$ cat src/rtl/invaders_pkg.sv
// Shared types for the invader playfield logic: position words, scanner states, hit points.
package invaders_pkg;

    localparam int POS_W = 12;
    localparam int SUM_W = POS_W + 1;

    typedef logic [POS_W-1:0] pos_t;
    typedef logic [SUM_W-1:0] sum_t;
    typedef logic [1:0]       hp_t;

    typedef enum logic {
        CS_IDLE,
        CS_SCAN
    } cs_state_e;

endpackage

$ cat src/rtl/box_overlap.sv
// Combinational axis-aligned box overlap test with inclusive edges.
// Box A is the probe (bullet), box B the target; all sums are one bit wider than a position.
module box_overlap
    import invaders_pkg::*;
#(
    parameter int A_W = 16,
    parameter int A_H = 32,
    parameter int B_W = 64,
    parameter int B_H = 32
) (
    input  sum_t a_x_i,
    input  sum_t a_y_i,
    input  sum_t b_x_i,
    input  sum_t b_y_i,
    output logic hit_o
);

    sum_t a_right, a_bottom, b_right, b_bottom;

    assign a_right  = a_x_i + sum_t'(A_W);
    assign a_bottom = a_y_i + sum_t'(A_H);
    assign b_right  = b_x_i + sum_t'(B_W);
    assign b_bottom = b_y_i + sum_t'(B_H);

    assign hit_o = (a_x_i <= b_right) && (a_right >= b_x_i) &&
                   (a_y_i <= b_bottom) && (a_bottom >= b_y_i);

endmodule

$ cat src/rtl/collision_scanner.sv
// Per-frame bullet/invader collision scanner: one grid cell per clock through a single comparator.
// Optional per-invader hit points are enabled with the INVADER_HP_EN macro.
//
// state   | meaning
// CS_IDLE | waiting for start; the position snapshot loads on the accepted start
// CS_SCAN | evaluating one (bullet, row, column) cell per clock from the snapshot
module collision_scanner
    import invaders_pkg::*;
#(
    parameter int NUM_COLS    = 10,
    parameter int NUM_ROWS    = 3,
    parameter int NUM_BULLETS = 2,
    parameter int ROW_OFFSET  = 100,
    parameter int INVADER_W   = 64,
    parameter int INVADER_H   = 32,
    parameter int BULLET_W    = 16,
    parameter int BULLET_H    = 32
`ifdef INVADER_HP_EN
    ,
    parameter int HP_INIT     = 3
`endif
) (
    input  logic                                 clk,
    input  logic                                 rst,
    input  logic                                 start,
    input  logic                                 wave_reset,
    input  logic [NUM_BULLETS-1:0]               bullet_active,
    input  pos_t [NUM_BULLETS-1:0]               bullet_x,
    input  pos_t [NUM_BULLETS-1:0]               bullet_y,
    input  pos_t [NUM_COLS-1:0]                  invader_x,
    input  logic [9:0]                           enemy_ypos,
    output logic [NUM_ROWS-1:0][NUM_COLS-1:0]    alive,
    output logic [NUM_BULLETS-1:0]               bullet_hit,
    output logic                                 hit_valid,
    output logic [$clog2(NUM_ROWS)-1:0]          hit_row,
    output logic [$clog2(NUM_COLS)-1:0]          hit_col,
    output logic                                 busy,
    output logic                                 done,
    output logic                                 all_cleared
);

    localparam int RW = $clog2(NUM_ROWS);
    localparam int CW = $clog2(NUM_COLS);
    localparam int BW = (NUM_BULLETS > 1) ? $clog2(NUM_BULLETS) : 1;

    cs_state_e                          state_q, state_d;
    logic [BW-1:0]                      b_q, b_d;
    logic [RW-1:0]                      r_q, r_d;
    logic [CW-1:0]                      c_q, c_d;

    logic [NUM_BULLETS-1:0]             snap_act_q;
    pos_t [NUM_BULLETS-1:0]             snap_bx_q, snap_by_q;
    pos_t [NUM_COLS-1:0]                snap_ix_q;
    logic [9:0]                         snap_ey_q;

    logic [NUM_ROWS-1:0][NUM_COLS-1:0]  alive_q, alive_d;
    logic [NUM_BULLETS-1:0]             bullet_hit_q, bullet_hit_d;
    logic                               hit_valid_q, hit_valid_d;
    logic [RW-1:0]                      hit_row_q, hit_row_d;
    logic [CW-1:0]                      hit_col_q, hit_col_d;
    logic                               done_q, done_d;
    logic                               all_cleared_q;

`ifdef INVADER_HP_EN
    hp_t [NUM_ROWS-1:0][NUM_COLS-1:0]   hp_q, hp_d;
`endif

    logic scan_go;
    logic cell_ovl, cell_hit, kill, adv_bullet;
    sum_t cell_bx, cell_by, cell_ix, cell_ey;

    assign scan_go = (state_q == CS_IDLE) && start && !wave_reset;

    assign cell_bx = sum_t'(snap_bx_q[b_q]);
    assign cell_by = sum_t'(snap_by_q[b_q]);
    assign cell_ix = sum_t'(snap_ix_q[c_q]);
    assign cell_ey = sum_t'(snap_ey_q) + sum_t'(r_q * ROW_OFFSET);

    box_overlap #(
        .A_W (BULLET_W),
        .A_H (BULLET_H),
        .B_W (INVADER_W),
        .B_H (INVADER_H)
    ) u_box_overlap (
        .a_x_i (cell_bx),
        .a_y_i (cell_by),
        .b_x_i (cell_ix),
        .b_y_i (cell_ey),
        .hit_o (cell_ovl)
    );

    assign cell_hit = alive_q[r_q][c_q] & cell_ovl;

    always_comb begin
        state_d      = state_q;
        b_d          = b_q;
        r_d          = r_q;
        c_d          = c_q;
        alive_d      = alive_q;
        bullet_hit_d = '0;
        hit_valid_d  = 1'b0;
        hit_row_d    = hit_row_q;
        hit_col_d    = hit_col_q;
        done_d       = 1'b0;
        kill         = 1'b0;
        adv_bullet   = 1'b0;
`ifdef INVADER_HP_EN
        hp_d         = hp_q;
`endif

        case (state_q)
            CS_IDLE: begin
                if (start) begin
                    state_d = CS_SCAN;
                    b_d     = '0;
                    r_d     = '0;
                    c_d     = '0;
                end
            end
            CS_SCAN: begin
                if (!snap_act_q[b_q]) begin
                    adv_bullet = 1'b1;
                end else if (cell_hit) begin
                    bullet_hit_d[b_q] = 1'b1;
`ifdef INVADER_HP_EN
                    hp_d[r_q][c_q] = hp_q[r_q][c_q] - 2'd1;
                    kill           = (hp_q[r_q][c_q] == 2'd1);
`else
                    kill = 1'b1;
`endif
                    if (kill) begin
                        alive_d[r_q][c_q] = 1'b0;
                        hit_valid_d       = 1'b1;
                        hit_row_d         = r_q;
                        hit_col_d         = c_q;
                    end
                    adv_bullet = 1'b1;
                end else if (c_q != CW'(NUM_COLS - 1)) begin
                    c_d = c_q + 1'b1;
                end else if (r_q != RW'(NUM_ROWS - 1)) begin
                    c_d = '0;
                    r_d = r_q + 1'b1;
                end else begin
                    adv_bullet = 1'b1;
                end

                if (adv_bullet) begin
                    if (b_q == BW'(NUM_BULLETS - 1)) begin
                        state_d = CS_IDLE;
                        done_d  = 1'b1;
                    end else begin
                        b_d = b_q + 1'b1;
                        r_d = '0;
                        c_d = '0;
                    end
                end
            end
            default: state_d = CS_IDLE;
        endcase

        // Wave restart overrides everything, including pulses produced by this cycle's cell.
        if (wave_reset) begin
            state_d      = CS_IDLE;
            alive_d      = '1;
            bullet_hit_d = '0;
            hit_valid_d  = 1'b0;
            done_d       = 1'b0;
`ifdef INVADER_HP_EN
            hp_d         = {(NUM_ROWS*NUM_COLS){hp_t'(HP_INIT)}};
`endif
        end
    end

    always_ff @(posedge clk or posedge rst) begin
        if (rst) begin
            state_q       <= CS_IDLE;
            b_q           <= '0;
            r_q           <= '0;
            c_q           <= '0;
            alive_q       <= '1;
            bullet_hit_q  <= '0;
            hit_valid_q   <= 1'b0;
            hit_row_q     <= '0;
            hit_col_q     <= '0;
            done_q        <= 1'b0;
            all_cleared_q <= 1'b0;
        end else begin
            state_q       <= state_d;
            b_q           <= b_d;
            r_q           <= r_d;
            c_q           <= c_d;
            alive_q       <= alive_d;
            bullet_hit_q  <= bullet_hit_d;
            hit_valid_q   <= hit_valid_d;
            hit_row_q     <= hit_row_d;
            hit_col_q     <= hit_col_d;
            done_q        <= done_d;
            all_cleared_q <= ~|alive_q;
        end
    end

`ifdef INVADER_HP_EN
    always_ff @(posedge clk or posedge rst) begin
        if (rst) begin
            hp_q <= {(NUM_ROWS*NUM_COLS){hp_t'(HP_INIT)}};
        end else begin
            hp_q <= hp_d;
        end
    end
`endif

    always_ff @(posedge clk or posedge rst) begin
        if (rst) begin
            snap_act_q <= '0;
            snap_bx_q  <= '0;
            snap_by_q  <= '0;
            snap_ix_q  <= '0;
            snap_ey_q  <= '0;
        end else if (scan_go) begin
            snap_act_q <= bullet_active;
            snap_bx_q  <= bullet_x;
            snap_by_q  <= bullet_y;
            snap_ix_q  <= invader_x;
            snap_ey_q  <= enemy_ypos;
        end
    end

    assign alive       = alive_q;
    assign bullet_hit  = bullet_hit_q;
    assign hit_valid   = hit_valid_q;
    assign hit_row     = hit_row_q;
    assign hit_col     = hit_col_q;
    assign busy        = (state_q == CS_SCAN);
    assign done        = done_q;
    assign all_cleared = all_cleared_q;

endmodule
$ cat config.mk
export PLATFORM = sky130hd
export DESIGN_NAME = collision_scanner
export DESIGN_NICKNAME = d
export VERILOG_FILES = /design/src/rtl/invaders_pkg.sv /design/src/rtl/box_overlap.sv /design/src/rtl/collision_scanner.sv
export SDC_FILE = /design/constraint.sdc
export NUM_CORES = 1
export LEC_CHECK = 0
export BUFFER_PORTS_ARGS = -buffer_cell sky130_fd_sc_hd__buf_2
export CORE_MARGIN = 3
export CORE_UTILIZATION = 50
export CTS_BUF_LIST = sky130_fd_sc_hd__clkbuf_2
export CTS_CLUSTER_DIAMETER = 150
export DETAILED_ROUTE_END_ITERATION = 6
export PLACE_DENSITY = 0.73
export SYNTH_ARGS = -nofsm -noshare
export SYNTH_HDL_FRONTEND = slang
export SYNTH_HIERARCHICAL = 1
export SYNTH_SLANG_ARGS = --single-unit
$ cat constraint.sdc
create_clock -name clk -period 7.45 [get_ports clk]
set_clock_uncertainty 0.1 [all_clocks]
set_input_delay 0.3725 -clock clk [delete_from_list [all_inputs] [get_ports clk]]
set_output_delay 0.3725 -clock clk [all_outputs]
set_load 0.005 [all_outputs]
==> metrics.md <==
| Metric | Value |
|---|---|
| Top FF cell, synth | `dfrtp_1` |
| Final setup viols | `0` |
| Max IR drop VDD | `between 0.0001 and 0.00015 V` |
| CORE AREA | `23,700 um2` |
| Crit. End Element | `flip-flop` |
| Startpoint Class | `flip-flop` |
| Setup TNS Final | `0 ns` |
| Most frequent CP cell | `ha_1` |
| Largest net degree at the start of global routing | `94` |
| Final-stage net count | `roughly 1,700` |
| HPWL Detailed | `approximately 22,000 um` |
| Vias in the first global route | `~11,000` |
| H-tree level count | `2` |
| Max Clk Rate | `~160 MHz` |
| Crit Path Category | `reg -> reg` |
| Status | `finished, final reports clean` |
| Later-pin clock latency in the skew report | `0.91 ns` |
| Non-Filler Cell Area, Final | `approximately 16,000 um2` |
| Die Y | `about 160 um` |
| Root buf cell | `clkbuf_2` |
| Placed insts | `1,507` |
| Total track usage | `a little over a quarter` |
| Die X-Extent | `162 um` |
| Fin. Hold Viols | `0` |
| Worst path slowest cell | `dfrtp_1` |
| Slew HR | `39.1%` |
| Final period utilization | `a little over four fifths` |
| Most frequent cells in the layout | `buf_2 (225), mux2_2 (222), dfrtp_1 (198)` |
| Initial core utilization | `between 50% and 60%` |
| CTS Buf Count | `slightly below 60` |
| Clk sinks | `between 200 and 250` |
| ANT nets after route | `0` |
| Area of the die | `around 26,000 um2` |
| RD Place Congestion | `a little under 0.9` |
| Share of cells above drive strength 1 | `41.6%` |
| PortBufs | `around 230` |
| Worst EP required | `approximately 8.1 ns` |
| Flops & latches, synth | `between 200 and 250` |
| Top Family by Delay on Critical Path | `simple AND/OR/NAND/NOR gates` |
| Worst Path Max Fanout | `37` |
| Unique masters post-synth | `a little under 70` |
| Std-Cell Rows | `56` |
| CP arrival | `roughly 7 ns` |
| Post-CTS setup buffers | `0` |
| Final WL | `around 34,000 um` |
| Vias | `9,670` |
| Drt pass-1 iters | `5` |
| Pwr/cell area | `~270 nW/um2` |
| Max Root-Sink Buffers | `3` |
| Unrepaired setup endpoints after global routing | `no` |
| Worst path cell trace | `inv_1, ha_1, ha_1, a21oi_1, o21ai_0, a21oi_1, xnor2_1, inv_1, nor3_1, nand3_1, xnor2_1, ha_1, and4_2, a221oi_2, o22a_1, o21ai_1, nor4_2, nand3_1, o211ai_2, and3_1, buf_4, mux2_2` |
| Post-synth EDFFs | `0` |
| # DRC | `0` |
| Synthesized area | `12,200 um2` |
| Ys async rst share | `100%` |
| Top-Level Pins | `roughly 230` |
| Fin crit period | `approximately 6.3 ns` |
| Initial drt markers | `578` |
| First-pass GRT wire length | `~55,000 um` |
| Initial antenna violation count | `3` |
| Hold Path Class | `in -> async` |
| CP max stage delay | `about 0.80 ns` |
| Area after DPL | `between 10,000 and 15,000 um2` |
| GRT Residual Overflow | `0` |
| Sequential area share after synthesis | `47.3%` |
| Most common cell after layout, fill and taps aside | `buf_2` |
| CTS tree | `done` |
| Clock slew seen by the registers of the worst setup and hold paths | `between 0.1 and 0.15 ns` |
| Total power | `approximately 4.4 mW` |
| Fin. max-slew vios | `0` |
| Vias per cell | `about 5.4` |
| Mapped Cells | `slightly below 1,000` |
| Crit path buffers/inverters | `3` |
| YS warnings | `6` |
| Mean post-synth cell area | `12.3 um2` |
| Post-Layout Cell Count | `about 1,800` |
| Area added between synthesis and finish | `31.4%` |
| Average wire per standard cell | `19.0 um` |
| P_leak | `7.09 nW` |
| Worst slew pin tran | `around 0.91 ns` |
| MaxCap Viol Count | `0` |
[timing repair]
item                                   4_1_cts  5_1_grt
gates resized for setup                      0        0
endpoints found under the hold margin      310        0
hold buffers                               183        0
[sequential cells by signal (all words and copies together), names as in the netlist]
register	cells
c_q	4
b_q	1
all_cleared	1
bullet_hit	2
done	1
snap_bx_q	24
alive	30
snap_ix_q	120
hit_row	2
busy	1
hit_valid	1
snap_act_q	2
hit_col	4
snap_ey_q	10
snap_by_q	24
r_q	2
[area by class of cell]
class / instances / area [um2]
Timing Repair Buffer: 422 / 3060
Multi-Input combinational cell: 671 / 6060
Inverter: 49 / 191
Fill cell: 1817 / 7660
Sequential cell: 229 / 5770
Tap cell: 319 / 399
Clock inverter: 26 / 133
Clock buffer: 80 / 400
Antenna cell: 2 / 5.00
[power breakdown]
part / total (mW) / internal (mW) / switching, mW
Combinational: 1.80 / 0.927 / 0.870
Sequential: 1.71 / 1.49 / 0.217
Clock: 0.869 / 0.332 / 0.538
Total: 4.37 / 2.75 / 1.63
[worst paths after layout]
kind	slack, ns	to	start	cells after the start
worst min-delay path	0.04	snap_ix_q[54]	rst	3
worst min register to register	0.41	snap_bx_q[7]	snap_bx_q[7]	1
worst max-delay path	1.12	hit_row[1]	r_q[1]	22
max in group asynchronous	5.78	c_q[0]	rst	4
min in group clk	0.14	snap_ix_q[75]	invader_x[75]	3
worst max register to register	1.12	hit_row[1]	r_q[1]	22
[synth_stat cells, drive strengths merged (3+ instances only)]
cell | n | share of area (%)
inv | 48 | 1.5
a21oi | 17 | 0.73
nand2b | 4 | 0.21
and3 | 6 | 0.31
xor2 | 4 | 0.29
dfstp | 30 | 6.5
o21ai | 28 | 1.1
and2 | 3 | 0.15
a31oi | 30 | 1.5
mux2i | 9 | 0.74
ha | 63 | 6.5
xnor2 | 26 | 1.9
clkbuf | 40 | 1.2
nand4 | 14 | 0.72
nor2 | 54 | 1.7
o221ai | 3 | 0.22
nand3 | 21 | 0.86
buf | 13 | 0.55
mux2 | 222 | 21
nor2b | 9 | 0.46
dfrtp | 199 | 41
nor4 | 8 | 0.46
a22oi | 13 | 0.80
a21o | 6 | 0.37
mux4 | 27 | 5.1
nor3 | 10 | 0.41
nand2 | 45 | 1.4
[per-stage QoR]
step                      utilization, %  worst slack, ns  hold slack, ns
after floorplan                        -            0.751           0.375
after global placement              57.6             1.48           0.384
after detailed placement            57.6             1.20           0.391
after CTS                           67.6             1.18          0.0123
after global routing                67.6            0.661          0.0305
final                               67.6             1.12          0.0399
[cells by family (layout without fill, tap and decap cells)]
logic type | after synthesis | after routing | share of synthesized area (%)
other cells | 1 | 12 | 0.0308
xor+xnor | 30 | 30 | 2.16
buf+inv | 102 | 577 | 3.29
fa+ha+maj | 64 | 64 | 6.63
compound gates | 125 | 125 | 6.98
mux | 258 | 258 | 26.3
flops | 229 | 229 | 47.3
simple gates | 184 | 184 | 7.29
[routing by layer]
metal	global-route usage [%]	up-vias	routed length, um
met2	46.9	353	17500
li1	-	4522	-
met5	0	-	0
met1	31.9	4711	13700
met3	6.02	84	2170
met4	8.72	0	938
[worst register-to-register path, delay by kind of cell (launching register included)]
kind | cells | cell delay (ns)
fa+ha+maj | 3 | 0.98
buf+inv | 3 | 0.73
compound gates | 7 | 1.41
simple gates | 6 | 1.44
mux | 1 | 0.39
flops | 1 | 0.80
xor+xnor | 2 | 0.35
(Power assumes the default switching activity.)
